[src/rtl/wb_grf.sv]
// Writeback-stage register file: decodes the W-stage instruction into a
// destination/source pair, commits the result into a 32x32 register file
// and forwards the in-flight write to the two combinational read ports.
module wb_grf #(
    parameter bit FWD_EN = 1'b1
) (
    input  logic        clk,
    input  logic        reset,
    input  logic [31:0] W_instr,
    input  logic [31:0] W_pc,
    input  logic [31:0] W_ALU,
    input  logic [31:0] W_DM,
    input  logic [31:0] W_HILO,
    input  logic [31:0] W_EXT,
    input  logic [4:0]  rs_addr,
    input  logic [4:0]  rt_addr,
    output logic [31:0] rs_data,
    output logic [31:0] rt_data,
    output logic        wb_en,
    output logic [4:0]  wb_addr,
    output logic [31:0] wb_data,
    output logic [31:0] wb_count
);
    typedef enum logic [2:0] {
        SRC_NONE, SRC_ALU, SRC_HILO, SRC_PC8, SRC_EXT, SRC_DM
    } src_e;

    src_e        src;
    logic [4:0]  dst;
    logic [31:0] sel_data;
    logic [31:0] regs [32];
    logic [31:0] cnt_q;

    wire [5:0]  op     = W_instr[31:26];
    wire [5:0]  funct  = W_instr[5:0];
    wire [4:0]  rt     = W_instr[20:16];
    wire [4:0]  rd     = W_instr[15:11];
    wire [31:0] pc8    = W_pc + 32'd8;
    // rs field and shamt play no part in writeback selection
    wire        unused_fields = ^{W_instr[25:21], W_instr[10:6]};

    // Decode op/funct into result source and destination register
    always_comb begin
        src = SRC_NONE;
        dst = '0;
        case (op)
            6'h00: begin
                case (funct)
                    6'h20, 6'h21, 6'h22, 6'h23, 6'h24, 6'h25, 6'h2A, 6'h2B, 6'h00: begin
                        src = SRC_ALU;
                        dst = rd;
                    end
                    6'h10, 6'h12: begin
                        src = SRC_HILO;
                        dst = rd;
                    end
                    6'h09: begin
                        src = SRC_PC8;
                        dst = rd;
                    end
                    default: ;
                endcase
            end
            6'h08, 6'h09, 6'h0C, 6'h0D: begin
                src = SRC_ALU;
                dst = rt;
            end
            6'h0F: begin
                src = SRC_EXT;
                dst = rt;
            end
            6'h23, 6'h20, 6'h21, 6'h24, 6'h25: begin
                src = SRC_DM;
                dst = rt;
            end
            6'h03: begin
                src = SRC_PC8;
                dst = 5'd31;
            end
            default: ;
        endcase
    end

    // Select write data; non-writing encodings drive zero
    always_comb begin
        sel_data = '0;
        case (src)
            SRC_ALU:  sel_data = W_ALU;
            SRC_HILO: sel_data = W_HILO;
            SRC_PC8:  sel_data = pc8;
            SRC_EXT:  sel_data = W_EXT;
            SRC_DM:   sel_data = W_DM;
            default:  sel_data = '0;
        endcase
    end

    // A write to $0 still shows its data but never commits
    assign wb_en    = (src != SRC_NONE) && (dst != 5'd0);
    assign wb_addr  = wb_en ? dst : 5'd0;
    assign wb_data  = sel_data;
    assign wb_count = cnt_q;

    // Register array: cleared by reset, written on commit ($0 is never a target)
    always_ff @(posedge clk) begin
        if (reset) begin
            for (int i = 0; i < 32; i++) regs[i] <= '0;
        end else if (wb_en) begin
            regs[wb_addr] <= wb_data;
        end
    end

    // Committed-write counter, saturating at all ones
    always_ff @(posedge clk) begin
        if (reset)
            cnt_q <= '0;
        else if (wb_en && (cnt_q != '1))
            cnt_q <= cnt_q + 32'd1;
    end

    // Two independent read ports with optional same-cycle bypass
    logic [1:0][4:0]  rd_addr;
    logic [1:0][31:0] rd_data;
    assign rd_addr = {rt_addr, rs_addr};

    for (genvar p = 0; p < 2; p++) begin : g_rd
        logic byp;
        assign byp        = FWD_EN && wb_en && (rd_addr[p] == wb_addr);
        assign rd_data[p] = (rd_addr[p] == 5'd0) ? 32'd0 :
                            byp                  ? wb_data : regs[rd_addr[p]];
    end

    assign rs_data = rd_data[0];
    assign rt_data = rd_data[1];
endmodule

[config.mk]
export PLATFORM = sky130hd
export DESIGN_NAME = wb_grf
export DESIGN_NICKNAME = d
export VERILOG_FILES = /design/src/rtl/wb_grf.sv
export SDC_FILE = /design/constraint.sdc
export NUM_CORES = 2
export LEC_CHECK = 0
export ABC_AREA = 1
export CAP_MARGIN = 40
export CORE_ASPECT_RATIO = 1.25
export CORE_UTILIZATION = 30
export CTS_CLUSTER_SIZE = 12
export DETAILED_ROUTE_END_ITERATION = 10
export GPL_ROUTABILITY_DRIVEN = 0
export GPL_TIMING_DRIVEN = 0
export MAX_ROUTING_LAYER = met4
export REMOVE_ABC_BUFFERS = 1
export SLEW_MARGIN = 0
export SYNTH_ARGS = -nofsm -noshare
export SYNTH_HDL_FRONTEND = slang
export SYNTH_SLANG_ARGS = --single-unit
[constraint.sdc]
create_clock -name clk -period 4 [get_ports clk]
set_input_delay 0.4 -clock clk [delete_from_list [all_inputs] [get_ports clk]]
set_output_delay 0.4 -clock clk [all_outputs]
set_load 0.02 [all_outputs]
==> results.json <==
{
  "run_status": "complete, but fails checks",
  "failing_checks": "negative setup slack",
  "crit_path_cell_trace": "clkdlybuf4s50_1 > nor2_4 > nand4_1 > buf_8 > nand3_2 > nand2_2 > nand3_4 > nor3_4 > nand3_2 > nand2_2 > buf_12",
  "wire_per_inst_um": 27.2,
  "port-buffer-count": 327,
  "highest_fanout_seen_on_the_critical_path": 19,
  "clock_tree.buffer_depth": 3,
  "rsz0062_at_grt": "true",
  "synth_warnings": 0,
  "predominant_post_synthesis_flop_cell": "edfxtp_1",
  "netlist_top_cells_count": "1674 x nand2_1, 1285 x nor2_1, 1024 x edfxtp_1",
  "cts.reportedPaths.clkPinSlew_ns": 0.06,
  "drtIter0Drc": 9960,
  "area_of_the_mapped_netlist_um2": 60300,
  "clkSinkCount": 1056,
  "clk_latency_ns": 0.74,
  "area_growth_syn_to_layout_pct": 22.6,
  "syn-mean-instance-area_um2": 7.99,
  "row_count": 183,
  "multi_input_comb_area_um2": 25700,
  "cts_inserted_buffers": 117,
  "synth.largest_area_cell": "edfxtp_1",
  "worstReg2RegEnd": "wb_count[6]$_SDFFE_PP0P_",
  "count_of_flip_flops_with_a_built_in_enable_after_synthesis": 1024,
  "max_freq_mhz": 249,
  "finalCriticalPeriod_ns": 4.02,
  "worst-endpoint-required_ns": 4.43,
  "worstSetupStartpointType": "primary input",
  "die_w_um": 403,
  "synth_cell_type_count": 41,
  "finalNetCount": 7791,
  "cts-hold-fix-buffers": 0,
  "timing.final.ws_setup_ns": -0.0223,
  "postSynth.asyncResetShare": 0,
  "synth_largest_type_area_fraction": 0.510,
  "critPathKind": "in -> reg",
  "setup_viol": 14,
  "coreArea_um2": 199000,
  "ant_nets": 0,
  "ir_drop_worst_vdd_mv": 0.330,
  "report.power.total_w": 0.0284,
  "dp.final_hpwl_um": 157000,
  "detail_route.drc_violations": 0,
  "area_taken_by_flip_flops_and_latches_um2": 31400,
  "cts.root.buffer_cell": "clkbuf_16",
  "cap_violations": 0,
  "routed_via_count": 60900,
  "layoutNonFillerInstCount": 10300,
  "fraction_of_final_layout_cells_with_drive_strength_greater_than_1": 0.0840,
  "antenna_found_initial": 9,
  "ys_seq_area_frac": 0.521,
  "crit_path_max_incr_delay_ns": 0.97,
  "die-area_um2": 203000,
  "post-place-cells": 9961,
  "finalWirelength_um": 279000,
  "grt_overflow": 0,
  "critical_path_source": "W_instr[31]",
  "p_int_w": 0.0199,
  "slew_violations": 0,
  "synthTopCellsByArea": "edfxtp_1 51%, nand2_1 10%, a21oi_1 8.1%",
  "cpMaxStageDelayCell": "nand2_2",
  "die_height_um": 503,
  "r2r_setup_slack_ns": 0.86,
  "post_drt_via_cell_ratio": 5.93,
  "n_fill_cell": 19900,
  "drt_pass1_iterations": 7,
  "hold_path_class": "in -> reg",
  "power_per_cell_area_nw_per_um2": 384,
  "track_usage": 0.268,
  "clock_tree_from_tritoncts": "done",
  "sw_frac_of_total": 0.297,
  "power.leakage_nw": 27.4,
  "io_pins": 338,
  "critical_path.endpoint_type": "flip-flop",
  "power_frac_seq": 0.457,
  "power_frac_comb": 0.179,
  "worst_ep_arrival_time_ns": 4.45,
  "post_synth_inst_count": 7541,
  "skew_ns": 0.0142,
  "yosysMostFrequentCell": "nand2_1",
  "cts.htree.levels": 3,
  "max_slew_margin": 0.351,
  "grt_pass1_vias": 57500,
  "reg2reg_launch_point": "wb_count[1]$_SDFFE_PP0P_",
  "fin_util": 0.371,
  "hold_start": "reset",
  "min_period_over_period": 1.01,
  "worst-r2r-cell-count": 12,
  "largest_net_degree_at_the_start_of_global_routing": 156,
  "clockPowerShare": 0.363,
  "timing.critical_path.to": "regs[24][16]$_SDFFCE_PN0P_",
  "grt_first_pass_wirelength_um": 387000,
  "finalHoldViolations": 0,
  "starting_utilization_of_the_core_area": 0.303,
  "ys_seq_elements": 1056,
  "tightestPinTransition_ns": 0.973,
  "power_switching_w": 0.00841
}
## flip-flops by register name (all words and copies together) (netlist names)
register and count:
wb_count 32, regs 1024
## final cells by class
class,count,share of cell area
antenna,11,0.000373
clock buffer,155,0.0421
clock inverter,56,0.00544
inverter,380,0.0212
multi-input combinational,5449,0.347
sequential,1056,0.425
tap,2590,0.0439
timing repair buffer,578,0.114
timing repair inverter,3,0.000356
## worst min-delay path by stage
stage                                      endpoint  slack (ns)  cells past startpoint
final                     wb_count[13]$_SDFFE_PP0P_        0.11                      2
after global routing      wb_count[13]$_SDFFE_PP0P_        0.10                      2
after CTS                 wb_count[13]$_SDFFE_PP0P_        0.08                      2
after detailed placement  wb_count[31]$_SDFFE_PP0P_        0.49                      2
after global placement    wb_count[31]$_SDFFE_PP0P_        0.49                      2
after floorplan           wb_count[10]$_SDFFE_PP0P_        0.47                      1
## power groups by stage
stage	Clock, W	Combinational, W	Sequential, W
after floorplan	0	0.00215	0.0131
after global placement	0	0.00462	0.0132
after detailed placement	0	0.00455	0.0132
after CTS	0.0103	0.00484	0.0129
after global routing	0.0107	0.00527	0.0130
final	0.0103	0.00509	0.0130
## metal layers
metal	share of wire	GRT usage	wire, um
met3	0.17	0.0902	46100
met5	0	-	0
met4	0.063	0.147	17500
met1	0.35	0.322	97700
met2	0.42	0.393	118000
## per-stage QoR
step                cell area (um2)  worst slack, ns  TNS (ns)  hold WS, ns
finish                        73900          -0.0223    -0.151        0.105
global placement              64100           -73.82         -        0.491
CTS                           73600          -0.0181   -0.0181       0.0758
floorplan                     57600            -4.34  -1037.53        0.469
global route                  73900          -0.0124   -0.0473        0.104
detailed placement            68300            -1.88  -1483.52        0.486
## what timing repair did
item,in CTS,in global routing
setup buffers,48,7
gates cloned,35,5
setup endpoints to repair,710,120
resized for setup,206,113
pin swaps,39,9
## worst max-delay path, delay by kind of cell
| family | cells | cell delay (ns) |
|---|---|---|
| and+or+nand+nor | 8 | 2.98 |
| buffers and inverters | 3 | 1.01 |
## kinds of logic after synthesis
group           after synthesis  share of synthesized area
simple gates               3654                      0.245
compound gates             1716                      0.158
buf+inv                    1069                     0.0694
flops                      1056                      0.521
xor+xnor                     43                    0.00625
fa+ha+maj                     2                   0.000415
other cells                   1                  0.0000622
## layout by cell type, fill, tap and decap left out, types with 32 or more instances in the layout
cell | synthesis | final
edfxtp_1 | 1024 | 1024
clkbuf_2 | 0 | 33
nand4_1 | 61 | 61
nor2_1 | 1285 | 1235
buf_4 | 0 | 54
nor2_4 | 0 | 46
nand2_1 | 1674 | 1598
buf_12 | 0 | 81
clkbuf_16 | 0 | 123
nand2_2 | 0 | 69
xor2_1 | 34 | 33
a21oi_1 | 977 | 977
a221oi_1 | 45 | 45
o311ai_0 | 140 | 121
buf_16 | 0 | 82
nand3_1 | 564 | 550
a211oi_1 | 36 | 36
inv_1 | 375 | 360
clkbuf_1 | 486 | 35
conb_1 | 1 | 32
o21ai_0 | 458 | 448
dfxtp_1 | 32 | 32
clkdlybuf4s50_1 | 0 | 238
No activity file was read; power rests on OpenSTA's default activity.
